[config.mk]
export PLATFORM = sky130hd
export DESIGN_NAME = seller_multi
export DESIGN_NICKNAME = d
export VERILOG_FILES = /design/src/rtl/seller_multi.sv
export SDC_FILE = /design/constraint.sdc
export NUM_CORES = 1
export LEC_CHECK = 0
export ABC_AREA = 1
export BUFFER_PORTS_ARGS = -buffer_cell sky130_fd_sc_hd__buf_4
export CORE_ASPECT_RATIO = 1.1
export CORE_MARGIN = 8
export CORE_UTILIZATION = 50
export DETAILED_ROUTE_END_ITERATION = 12
export PLACE_DENSITY = 0.93
export SETUP_SLACK_MARGIN = 0.15
export SYNTH_ARGS = -nofsm -noshare
export SYNTH_HDL_FRONTEND = slang
export SYNTH_SLANG_ARGS = --single-unit
[constraint.sdc]
create_clock -name clk -period 5.84 [get_ports clk]
set_input_delay 0.292 -clock clk [delete_from_list [all_inputs] [get_ports clk]]
set_output_delay 0.292 -clock clk [all_outputs]
set_load 0.02 [all_outputs]
[src/rtl/seller_multi.sv]
// seller_multi: two-item vending controller with coin credit, change and cancel refund.
// Optional per-item sales counters are enabled with SELLER_SALES_CNT_EN.
module seller_multi #(
    parameter int CREDIT_W = 4,
    parameter int PRICE0   = 3,
    parameter int PRICE1   = 5
) (
    input  logic                clk,
    input  logic                rst,
    input  logic                d1,
    input  logic                d2,
    input  logic                d3,
    input  logic                sel,
    input  logic                cancel,
    output logic                vend,
    output logic                vend_item,
    output logic [CREDIT_W-1:0] change,
    output logic                refund_vld,
    output logic [CREDIT_W-1:0] refund,
    output logic [CREDIT_W-1:0] credit,
    output logic [7:0]          sold0,
    output logic [7:0]          sold1
);
    typedef enum logic [1:0] {IDLE, COLLECT, DONE} state_t;
    state_t state, state_nx;
    logic [CREDIT_W:0] coin_sum, next_credit, price;
    logic [CREDIT_W-1:0] credit_nx, change_nx, refund_nx;
    logic can_vend, vend_nx, vend_item_nx, refund_vld_nx;
    always_comb begin
        coin_sum = (CREDIT_W+1)'({d3, d2, d1});
        // credit is only ever held in COLLECT, so DONE restarts from zero
        next_credit = (state == COLLECT ? {1'b0, credit} : '0) + coin_sum;
        price = sel ? (CREDIT_W+1)'(PRICE1) : (CREDIT_W+1)'(PRICE0);
        can_vend = next_credit >= price;
        vend_nx = !cancel && can_vend;
        vend_item_nx = vend_nx && sel;
        change_nx = vend_nx ? CREDIT_W'(next_credit - price) : '0;
        refund_vld_nx = cancel && next_credit != '0;
        refund_nx = cancel ? CREDIT_W'(next_credit) : '0;
        credit_nx = (cancel || can_vend) ? '0 : CREDIT_W'(next_credit);
        state_nx = (vend_nx || refund_vld_nx) ? DONE : (credit_nx != '0 ? COLLECT : IDLE);
    end
    always_ff @(posedge clk) begin
        if (!rst) begin
            state      <= IDLE;
            credit     <= '0;
            vend       <= 1'b0;
            vend_item  <= 1'b0;
            change     <= '0;
            refund_vld <= 1'b0;
            refund     <= '0;
        end else begin
            state      <= state_nx;
            credit     <= credit_nx;
            vend       <= vend_nx;
            vend_item  <= vend_item_nx;
            change     <= change_nx;
            refund_vld <= refund_vld_nx;
            refund     <= refund_nx;
        end
    end
`ifdef SELLER_SALES_CNT_EN
    always_ff @(posedge clk) begin
        if (!rst) begin
            sold0 <= '0;
            sold1 <= '0;
        end else begin
            if (vend_nx && !sel && sold0 != 8'hff) sold0 <= sold0 + 8'd1;
            if (vend_nx && sel && sold1 != 8'hff) sold1 <= sold1 + 8'd1;
        end
    end
`else
    assign sold0 = '0;
    assign sold1 = '0;
`endif
endmodule

== Word-level counts from Yosys, hierarchy flattened ==
Cells that the tools add are included.

* Register bits after elaboration: 17
* Latch bits: 0
* RAM bits: 0
* Bits in read-only memories: 0
* Bits of input ports: 7
* Logic and storage cells: 29
* Memories: 0

* $add $sub $neg: 2
* Multipliers: 0
* Div/mod/pow operators: 0
* Order comparisons: 1
* Equality and inequality tests: 1
* Shift-type cells: 0
* Muxes and demuxes: 5
* Bitwise gates (word level): 1
* Reduce and logical (&&, ||, !) cells: 11

{| class="wikitable"
|+ Operator list
! operator !! number
|-
| $mux W4 || 2
|-
| $add A4 B3 Y5 || 1
|-
| $ge A5 B3 Y1 || 1
|-
| $reduce_bool A5 Y1 || 1
|-
| $reduce_and A2 Y1 || 2
|-
| $reduce_bool A4 Y1 || 1
|-
| $sub A4 B3 Y4 || 1
|-
| $logic_and A1 B1 Y1 || 3
|-
| $mux W3 || 1
|-
| $eq A2 B1 Y1 const B || 1
|-
| $logic_or A1 B1 Y1 || 2
|-
| $mux W2 || 1
|-
| $reduce_or A2 Y1 || 1
|-
| $logic_not A1 Y1 || 1
|-
| $mux W1 || 1
|-
| $not A1 Y1 || 1
|}

== Depth between registers and ports, before layout ==
Gate-level depths: netlist (run 1).

* Depth after elaboration: 9
* Gate-level depth with buffers: 17
* Depth with buffers taken out: 17

== Worst setup path before layout (run 1) ==
Ideal clock, no wire load.

* Path type: reg2reg
* Start point: register credit[0]
* End point: register state[1]
* Arrival: 2,461 ps
* Path slack: 3,261 ps
* Cell stages (with the launch flop): 14
* Cells stage by stage: dfxtp_1 > inv_1 > nor2_1 > ha_1 > inv_1 > fa_1 > inv_1 > ha_1 > ha_1 > nand2_1 > a21boi_1 > nand3_4 > nand2_4 > nand2_1

* Cells in the longest elaborated chain, start to end: 6
* Elaborated cells between the ends (all ways): 8
* Those cells by class: 1 x add/sub; 1 x order compare; 2 x mux; 4 x reduce/logical

{| class="wikitable"
|+ RTL lines
! element !! RTL line !! text
|-
| from (decl) || 20 || <nowiki>output logic [CREDIT_W-1:0] credit,</nowiki>
|-
| from (signal assigned) || 54 || <nowiki>credit <= credit_nx;</nowiki>
|-
| $mux W4 (*) || 32 || <nowiki>next_credit = (state == COLLECT ? {1'b0, credit} : '0) + coin_sum;</nowiki>
|-
| $add A4 B3 Y5 (*) || 32 ||
|-
| named net next_credit[1] || 26 || <nowiki>logic [CREDIT_W:0] coin_sum, next_credit, price;</nowiki>
|-
| $ge A5 B3 Y1 / $reduce_bool A5 Y1 (equally long branches) || 34, 38 ||
|-
| $logic_and A1 B1 Y1 (on tied branches) || 35, 38 ||
|-
| $logic_or A1 B1 Y1 (*) || 41 || <nowiki>state_nx = (vend_nx || refund_vld_nx) ? DONE : (credit_nx != '0 ? COLLECT : IDLE);</nowiki>
|-
| $mux W2 (*) || 41 ||
|-
| to (signal assigned) || 53 || <nowiki>state <= state_nx;</nowiki>
|-
| to (decl) || 25 || <nowiki>state_t state, state_nx;</nowiki>
|}

Mark *: on every way through the listed nets, which the timed path passes. The rest lies on a longest branch.
A chain may end at the register's enable or synchronous reset.

== Final worst setup path (run 1) ==
* Start point: register state[0]
* End point: register state[1]

* Cells in the longest elaborated chain, start to end: 7
* Elaborated cells between the ends (all ways): 9
* Those cells by class: 1 x add/sub; 1 x order compare; 1 x eq/ne; 2 x mux; 4 x reduce/logical

{| class="wikitable"
|+ RTL lines
! element !! RTL line
|-
| $eq A2 B1 Y1 (*) || 32
|-
| $mux W4 (*) || 32
|-
| $add A4 B3 Y5 (*) || 32
|-
| named net next_credit[2] || 26
|-
| $ge A5 B3 Y1 / $reduce_bool A5 Y1 (equally long branches) || 34, 38
|-
| $logic_and A1 B1 Y1 (on tied branches) || 35, 38
|-
| $logic_or A1 B1 Y1 (*) || 41
|-
| $mux W2 (*) || 41
|}

Marked as above.

==> flow_metrics.env, run 1 <==
export IMPL_r2r_end="state[1]"
export IMPL_yosys_register_bits=17
export IMPL_dp_cells=156
export IMPL_worst_path_stages=14
export IMPL_fp_dieW_um=57.7
export IMPL_initialDrtViolationCount=11
export IMPL_crit_end="state[1]"
export IMPL_whs_ns=0.298
export IMPL_status="completed"
export IMPL_dieArea_mm2=0.00357
export IMPL_antennaDiodeCount=0
export IMPL_synth_edf_count=0
export IMPL_drv_cap=0
export IMPL_r2r_start="state[0]"
export IMPL_cts_root_buf="clkbuf_4"
export IMPL_r2r_worst_path_cells=14
export IMPL_io_pins=38
export IMPL_crit_top_cell="nand2_1"
export IMPL_coreArea_mm2=0.00180
export IMPL_synthSimpleGateAreaFrac=0.271
export IMPL_synth_sequential_area_ratio=0.356
export IMPL_synth_mux_area_frac=0
export IMPL_timing_final_crit_period_ns=2.78
export IMPL_arrival_ns=2.96
export IMPL_firstDrtPassIters=4
export IMPL_synth_warning_count=0
export IMPL_crit_start="state[0]"
export IMPL_ant_nets=0
export IMPL_syn_inst=117
export IMPL_grt_pass1_wl_um=3070
export IMPL_cts_resized=0
export IMPL_synthTopCellsByCount="inv_1, dfxtp_1, nand2_1"
export IMPL_cts_hold_buf=0
export IMPL_grt_pass1_vias=722
export IMPL_synth_area_per_cell_um2=8.18
export IMPL_async_reset_ff_frac=0
export IMPL_slew_viol_final=0
export IMPL_crit_fanout=7
export IMPL_synth_fa_ha_area_frac=0.120
export IMPL_cts_sinks=17
export IMPL_drive_above_1_share=0.289
export IMPL_slowest_delay_ns=0.39
export IMPL_layoutNonFillerInstCount=160
export IMPL_hold_violations=0
export IMPL_syn_to_final_growth_pct=15.3
export IMPL_synth_compound_area_frac=0.0275
export IMPL_synth_flop_cell="dfxtp_1"
export IMPL_synth_top_family_by_area="simple AND/OR/NAND/NOR gates"
export IMPL_wl_um=1840
export IMPL_ys_types=19
export IMPL_rsz0062_at_grt="false"
export IMPL_fmaxAchievable_mhz=360
export IMPL_cp_cell_sequence="nand2_1 -> nor2_1 -> ha_1 -> inv_1 -> fa_1 -> xor2_1 -> inv_1 -> ha_1 -> nand2_1 -> nand2_1 -> a21oi_1 -> nand3_4 -> nand2_4 -> nand2_1"
export IMPL_synth_top_area_share=0.356
export IMPL_use_met3=0.0309
export IMPL_power_leakage_nw=0.623
export IMPL_syn_area_um2=957
export IMPL_setup_viol=0
export IMPL_finalWeightedCongestion=0.832
export IMPL_vias=721
export IMPL_vdd_drop_max_mv=0.0863
export IMPL_grt_usage=0.112
export IMPL_met1_usage=0.105
export IMPL_hold_path_class="primary input to flop"
export IMPL_min_period_over_period=0.476
export IMPL_die_h_um=61.9
export IMPL_r2r_slack_ns=3.06
export IMPL_cts_tree="built"
export IMPL_fin_setup_tns_ns=0
export IMPL_drc=0
export IMPL_grt_start_max_net_pins=10
export IMPL_cpLargestDelayFamily="adder cells"
export IMPL_clk_pin_slew_ns=0.09
export IMPL_clk_latency_ns=0.29
export IMPL_start_util=0.531
export IMPL_cts_buffers_inserted=3
export IMPL_portBuffers=21
export IMPL_clock_skew_ns=0.00980
export IMPL_crit_buf_inv=2
export IMPL_crit_path_top_delay_cell="fa_1"
export IMPL_ys_top_cells_by_area="dfxtp_1, buf_4, ha_1"
export IMPL_top_usage_layer="met2"
export IMPL_nets=158
export IMPL_htreeDepth=1
export IMPL_critPathCaptureType="flop"
export IMPL_cp_required_ns=6.02
export IMPL_yosysMostFrequentCell="inv_1"
export IMPL_avgViaCountPerCell=4.51
export IMPL_p_per_area_mw_per_mm2=221
export IMPL_post_cts_buffers=0
export IMPL_synth_xor_area_frac=0.0183
export IMPL_grt_ovfl_total=0
export IMPL_antenna_found_initial=0
export IMPL_startpoint_type="flop"
export IMPL_cts_buffer_depth=2
export IMPL_wire_per_inst_um=11.5
export IMPL_synth_area_leader_cell="dfxtp_1"
export IMPL_rows=16
export IMPL_crit_type="flop to flop"
export IMPL_hpwl_um=1570
export IMPL_grtUsageMet2=0.206
per-layer routing:
| layer | vias up | wire length, um |
|---|---|---|
| met3 | 4 | 134 |
| met5 | - | 0 |
| met2 | 34 | 993 |
| met4 | 0 | 27 |
| met1 | 310 | 685 |
| li1 | 373 | - |
cell families (layout without fill, tap and decap cells):
| group | after synthesis | in the layout |
|---|---|---|
| buffers and inverters | 36 | 45 |
| DFF | 17 | 17 |
| and+or+nand+nor | 49 | 49 |
| adders and majority gates | 8 | 8 |
| other | 1 | 17 |
| xor gates and xnor gates | 2 | 2 |
| AOI/OAI and AO/OA | 4 | 4 |
area by class of cell:
class                      count  area [um^2]
sequential                    17          340
clock buffer                   4         26.3
timing repair buffer          21          158
multi-input combinational     80          482
tap                           18         22.5
fill                         154          698
inverter                      20         75.1
worst min path at each step:
stage	cells past startpoint	from	to
5_1_grt	3	sel	vend_item
6_report	3	sel	vend_item
3_3_place_gp	3	sel	vend_item
3_5_place_dp	3	sel	vend_item
4_1_cts	3	sel	vend_item
2_1_floorplan	2	sel	vend_item
report_power, final:
group | switching [mW] | total (mW) | internal, mW | leakage (nW)
combinational | 0.0392 | 0.0589 | 0.0197 | 0.469
sequential | 0.00233 | 0.124 | 0.122 | 0.139
clock | 0.0337 | 0.0603 | 0.0266 | 0.0150
sequential cells by signal (all words and copies together), names as in the netlist:
register / cells
change: 4
credit: 4
refund: 4
refund_vld: 1
state: 2
vend: 1
vend_item: 1
cells in the final DEF, fill, tap and decap left out, drive strengths merged, types with 3 or more instances in the layout:
| cell type | synthesis | layout |
|---|---|---|
| nand2 | 22 | 22 |
| buf | 16 | 21 |
| inv | 20 | 20 |
| conb | 1 | 17 |
| dfxtp | 17 | 17 |
| nor2 | 17 | 17 |
| nand3 | 10 | 10 |
| ha | 6 | 6 |
| clkbuf | 0 | 4 |
| a21oi | 3 | 3 |
worst min-delay path: stages:
cell	delay [ns]
buf_4	0.08
inv_1	0.07
nor2_2	0.10
stage by stage:
| step | util | cell area [um^2] | total power [mW] | worst slack (ns) |
|---|---|---|---|---|
| after floorplan | - | 1020 | 0.177 | 3.26 |
| after global placement | 0.598 | 1080 | 0.183 | 3.18 |
| after detailed placement | 0.598 | 1080 | 0.185 | 3.11 |
| after CTS | 0.613 | 1100 | 0.244 | 3.07 |
| after global routing | 0.613 | 1100 | 0.257 | 2.83 |
| final | 0.613 | 1100 | 0.243 | 3.06 |
No activity file was read; power rests on OpenSTA's default activity.
==> inputs of run 2 (changes only) <==
Settings changed: ABC_AREA 1 to 0, CORE_UTILIZATION 50 to 41, PLACE_DENSITY 0.93 to 0.84.
Clock period 5.84 ns to 2.3 ns, I/O delays scaled along.
==> flow_metrics.env, run 2 <==
export IMPL_status="complete, but fails checks"
export IMPL_violations="setup timing"
export IMPL_cts_tree="built"
export IMPL_grt_start_max_net_pins=11
export IMPL_rsz0062_at_grt="true"
export IMPL_drive_above_1_share=0.457
export IMPL_firstDrtPassIters=4
export IMPL_r2r_slack_ns=-0.43
export IMPL_setup_viol=11
export IMPL_dieArea_mm2=0.00393
export IMPL_synth_area_leader_cell="dfxtp_1"
export IMPL_synth_warning_count=0
export IMPL_dp_cells=148
export IMPL_syn_to_final_growth_pct=37.8
export IMPL_synthTopCellsByCount="dfxtp_1, buf_4, inv_1"
export IMPL_antenna_found_initial=0
export IMPL_die_h_um=65.0
export IMPL_p_int_mw=0.459
export IMPL_async_reset_ff_frac=0
export IMPL_yosysMostFrequentCell="dfxtp_1"
export IMPL_synth_area_per_cell_um2=9.94
export IMPL_p_clk_frac=0.248
export IMPL_initialDrtViolationCount=6
export IMPL_fp_dieW_um=60.5
export IMPL_wire_per_inst_um=13.4
export IMPL_power_leakage_nw=0.650
export IMPL_crit_path_top_delay_cell="fa_1"
export IMPL_htreeDepth=1
export IMPL_min_to="change[0]"
export IMPL_fillCellCount=173
export IMPL_pre_cts_slack_ns=-0.580
export IMPL_avgViaCountPerCell=4.49
export IMPL_nets=145
export IMPL_grt_usage=0.111
export IMPL_comb_power_share=0.277
export IMPL_arrival_ns=2.98
export IMPL_vdd_drop_max_mv=0.346
export IMPL_whs_ns=0.146
export IMPL_fmaxAchievable_mhz=366
export IMPL_coreArea_mm2=0.00204
export IMPL_clk_pin_slew_ns=0.11
export IMPL_hold_violations=0
export IMPL_start_util=0.438
export IMPL_crit_fanout=5
export IMPL_synth_edf_count=0
export IMPL_io_pins=38
export IMPL_hold_depth=3
export IMPL_timing_final_crit_period_ns=2.73
export IMPL_final_cell_mix="buf_4, conb_1, dfxtp_1"
export IMPL_p_switching_mw=0.209
export IMPL_grt_ovfl_total=0
export IMPL_r2r_worst_path_cells=12
export IMPL_syn_area_um2=895
export IMPL_min_period_over_period=1.19
export IMPL_startpoint_type="flop"
export IMPL_crit_type="flop to flop"
export IMPL_ys_top_cells_by_area="dfxtp_1, buf_4, ha_1"
export IMPL_timing_final_ws_setup_ns=-0.429
export IMPL_synth_flop_cell="dfxtp_1"
export IMPL_hold_path_class="primary input to flop"
export IMPL_ys_types=27
export IMPL_yosys_register_bits=17
export IMPL_cp_cell_sequence="nor2b_4 -> and2_4 -> ha_4 -> inv_2 -> fa_1 -> inv_2 -> ha_4 -> ha_2 -> or2_4 -> a221oi_4 -> buf_6 -> and3_4"
export IMPL_p_per_area_mw_per_mm2=542
export IMPL_critPathCaptureType="flop"
export IMPL_crit_buf_inv=3
export IMPL_hpwl_um=1610
export IMPL_grt_pass1_vias=778
export IMPL_syn_inst=90
export IMPL_seqPwrFrac=0.475
export IMPL_grt_pass1_wl_um=3320
export IMPL_reg_top3="change: 4 flops, credit: 4 flops, refund: 4 flops"
export IMPL_drc=0
export IMPL_synth_top_area_share=0.380
export IMPL_finalWeightedCongestion=0.880
export IMPL_regArea_um2=343
export IMPL_switching_share=0.313
export IMPL_clk_latency_ns=0.30
export IMPL_drv_cap=0
export IMPL_slew_viol_final=0
export IMPL_cts_buffer_depth=2
export IMPL_cts_buffers_inserted=3
export IMPL_cp_required_ns=2.55
export IMPL_vias=705
export IMPL_ant_nets=0
export IMPL_dpl_cell_area_mm2=0.00111
export IMPL_layoutNonFillerInstCount=157
export IMPL_hp_start="d1"
export IMPL_r2r_start="state[0]"
export IMPL_cts_root_buf="clkbuf_4"
export IMPL_cpLargestDelayFamily="adder cells"
export IMPL_power_total_mw=0.668
export IMPL_clock_skew_ns=0.00637
export IMPL_portBuffers=21
export IMPL_cts_sinks=17
export IMPL_fin_area_mm2=0.00123
export IMPL_multi_input_area_um2=523
export IMPL_rows=17
export IMPL_slowest_delay_ns=0.51
export IMPL_antennaDiodeCount=0
export IMPL_final_common_cell="buf_4"
export IMPL_r2r_end="state[0]"
export IMPL_wl_um=2100
export IMPL_synth_sequential_area_ratio=0.380
## run 2: cell count changes in the layout (fill, tap and decap cells not counted), moves of 3 or more
| cell | delta |
|---|---|
| buf_4 | +14 |
| nor3_1 | +3 |
| ha_1 | -3 |
| nor2_2 | -5 |
| nand3_2 | -3 |
| nand2_1 | -15 |
| nand2_2 | -3 |
| nor2_1 | -6 |
| inv_1 | -12 |
| nand3_1 | -5 |
## run 2: worst max-delay path by stage
stage,from,endpoint,cells past startpoint
finish,state[0],state[0],12
global route,state[0],credit[0],12
CTS,state[0],state[0],12
detailed placement,state[0],state[0],12
global placement,state[1],state[0],12
floorplan,state[0],state[0],12
## run 2: logic make-up (layout without fill, tap and decap cells)
group                    count (synthesis)  after routing  share of synthesized area
AO/OA/AOI/OAI                            8              8                     0.0699
XOR/XNOR                                 3              3                     0.0448
adder cells (fa/ha/maj)                  8              8                      0.129
buffers and inverters                   25             48                      0.180
flip-flops                              17             17                      0.380
other                                    1             17                    0.00419
AND/OR/NAND/NOR                         28             28                      0.192
## run 2: per-layer routing
layer  track usage  routed length [um]
met3        0.0394                 170
met1         0.105                 779
met2         0.203                1110
met5             0                   0
met4        0.0554                  42
## run 2: metrics by stage
step / setup TNS, ns / util
final: -4.35 / 0.604
after global routing: -5.18 / 0.604
after CTS: -4.11 / 0.593
after detailed placement: -5.70 / 0.542
after global placement: -4.93 / 0.542
after floorplan: -5.32 / -
## run 2: power groups by stage
| stage | logic (mW) | clock network (mW) | registers, mW |
|---|---|---|---|
| 6_report | 0.185 | 0.166 | 0.318 |
| 5_1_grt | 0.200 | 0.185 | 0.319 |
| 4_1_cts | 0.179 | 0.169 | 0.318 |
| 3_5_place_dp | 0.159 | 0 | 0.324 |
| 3_3_place_gp | 0.156 | 0 | 0.323 |
| 2_1_floorplan | 0.107 | 0 | 0.339 |
## run 2: layout make-up
class | count | area share
multi-input combinational | 64 | 0.424
sequential | 17 | 0.278
timing repair buffer | 36 | 0.222
tap | 28 | 0.0284
inverter | 8 | 0.0244
clock buffer | 3 | 0.0183
clock inverter | 1 | 0.00406
## run 2: worst register-to-register path, cell delays in order, from the launching register on
cell and delay [ns]:
dfxtp_2 0.35, nor2b_4 0.14, and2_4 0.15, ha_4 0.13, inv_2 0.03, fa_1 0.51, inv_2 0.06, ha_4 0.21
ha_2 0.16, or2_4 0.25, a221oi_4 0.34, buf_6 0.17, and3_4 0.18
## run 2: repair_timing
action,4_1_cts,5_1_grt
setup endpoints to repair,11,12
pin swaps,5,1
gates cloned,1,0
hold buffers,0,0
resized for setup,11,2
buffers inserted,2,2
==> inputs of run 3 (changes only) <==
Settings changed: REMOVE_ABC_BUFFERS set to 1.
==> flow_metrics.env, run 3 (synthesis results as in run 2) <==
export IMPL_hold_path_class="primary input to flop"
export IMPL_p_int_mw=0.478
export IMPL_grt_ovfl_total=0
export IMPL_r2r_worst_path_cells=12
export IMPL_antennaDiodeCount=0
export IMPL_dp_cells=145
export IMPL_avgViaCountPerCell=4.63
export IMPL_finalWeightedCongestion=0.847
export IMPL_io_pins=38
export IMPL_wl_um=2560
export IMPL_wl_met1_um=928
export IMPL_timing_final_crit_period_ns=2.76
export IMPL_grt_pass1_wl_um=3640
export IMPL_crit_path_top_delay_cell="fa_1"
export IMPL_crit_type="flop to flop"
export IMPL_fp_dieW_um=60.5
export IMPL_initialDrtViolationCount=12
export IMPL_met2WireLength_um=1380
export IMPL_portBuffers=21
export IMPL_final_common_cell="buf_4"
export IMPL_r2r_start="state[0]"
export IMPL_rsz0062_at_grt="true"
export IMPL_dieArea_mm2=0.00393
export IMPL_dpl_cell_area_mm2=0.00107
export IMPL_cts_tree="built"
export IMPL_hpwl_um=1590
export IMPL_syn_to_final_growth_pct=51.2
export IMPL_hold_depth=3
export IMPL_cts_sinks=17
export IMPL_final_cell_mix="buf_4, conb_1, dfxtp_1"
export IMPL_die_h_um=65.0
export IMPL_clock_skew_ns=0.00556
export IMPL_hp_start="cancel"
export IMPL_seqPwrFrac=0.454
export IMPL_layoutNonFillerInstCount=164
export IMPL_crit_buf_inv=3
export IMPL_start_util=0.438
export IMPL_min_period_over_period=1.20
export IMPL_fmaxAchievable_mhz=363
export IMPL_coreArea_mm2=0.00204
export IMPL_crit_fanout=5
export IMPL_slowest_delay_ns=0.52
export IMPL_htreeDepth=1
export IMPL_clk_pin_slew_ns=0.10
export IMPL_grt_start_max_net_pins=10
export IMPL_cpLargestDelayFamily="adder cells"
export IMPL_grt_pass1_vias=807
export IMPL_power_leakage_nw=0.691
export IMPL_switching_share=0.318
export IMPL_grt_usage=0.121
export IMPL_cts_buffers_inserted=3
export IMPL_comb_power_share=0.309
export IMPL_p_clk_frac=0.236
export IMPL_arrival_ns=3.01
export IMPL_antenna_found_initial=0
export IMPL_drc=0
export IMPL_whs_ns=0.170
export IMPL_wl_met3_um=162
export IMPL_worst_path_stages=12
export IMPL_timing_final_ws_setup_ns=-0.458
export IMPL_min_to="state[0]"
export IMPL_fin_setup_tns_ns=-4.74
export IMPL_ant_nets=0
export IMPL_r2r_end="credit[0]"
export IMPL_firstDrtPassIters=3
export IMPL_startpoint_type="flop"
export IMPL_reg_top3="change: 4 flops, credit: 4 flops, refund: 4 flops"
export IMPL_route_top_layer_used="met4"
export IMPL_drv_cap=0
export IMPL_hold_violations=0
export IMPL_cts_buffer_depth=2
export IMPL_cp_required_ns=2.55
export IMPL_nets=152
export IMPL_wire_per_inst_um=15.6
export IMPL_p_switching_mw=0.222
export IMPL_vdd_drop_max_mv=0.308
export IMPL_slew_viol_final=0
export IMPL_status="complete, but fails checks"
export IMPL_clk_latency_ns=0.30
export IMPL_cp_cell_sequence="nor2b_4 -> and2_4 -> ha_4 -> inv_2 -> fa_1 -> inv_2 -> ha_4 -> a21o_1 -> or2_4 -> a221oi_4 -> buf_6 -> and3_4"
export IMPL_setup_viol=11
export IMPL_rows=17
export IMPL_vias=759
export IMPL_p_per_area_mw_per_mm2=517
export IMPL_r2r_slack_ns=-0.46
export IMPL_critPathCaptureType="flop"
export IMPL_violations="setup timing"
export IMPL_fin_area_mm2=0.00135
export IMPL_fin_util=0.662
export IMPL_cts_root_buf="clkbuf_4"
export IMPL_drive_above_1_share=0.522
run 3: worst max-delay path by stage:
stage,startpoint,end
final,state[0],credit[0]
after global routing,state[0],credit[0]
after CTS,state[0],credit[1]
after detailed placement,state[0],credit[0]
after global placement,state[0],credit[0]
after floorplan,state[0],credit[0]
run 3: timing repair:
item                                    4_1_cts  5_1_grt
hold endpoints to repair                      0        0
gates resized for setup                      19       11
cloned                                        0        0
setup buffers                                11        4
pin swaps                                     7        4
endpoints found under the setup margin       11       12
hold buffers                                  0        0
run 3: power by group through the flow:
stage	Clock, mW	Combinational, mW	Sequential [mW]
after global placement	0	0.147	0.322
final	0.165	0.217	0.318
after detailed placement	0	0.152	0.323
after CTS	0.167	0.187	0.317
after floorplan	0	0.0775	0.338
after global routing	0.178	0.231	0.319
run 3: layout make-up:
type,count,area (um^2)
clock buffer,4,26.3
sequential,17,343
multi-input combinational,64,588
tap,28,35.0
fill,158,689
timing repair buffer,43,330
inverter,8,30.0
run 3: tightest hold or removal path, delay by kind of cell:
kind / cells / cell delay, ns
AND/OR/NAND/NOR: 2 / 0.23
buffers and inverters: 1 / 0.09
run 3: routing by layer:
metal  global-route usage  vias up
met5                    0        -
met4               0.0583        0
met3               0.0276        9
met2                0.226       37
met1                0.119      356
li1                     -      357
run 3: per-stage QoR:
stage	power, mW	worst slack, ns
4_1_cts	0.670	-0.445
3_5_place_dp	0.474	-0.681
2_1_floorplan	0.415	-0.759
6_report	0.700	-0.458
3_3_place_gp	0.469	-0.557
5_1_grt	0.728	-0.534
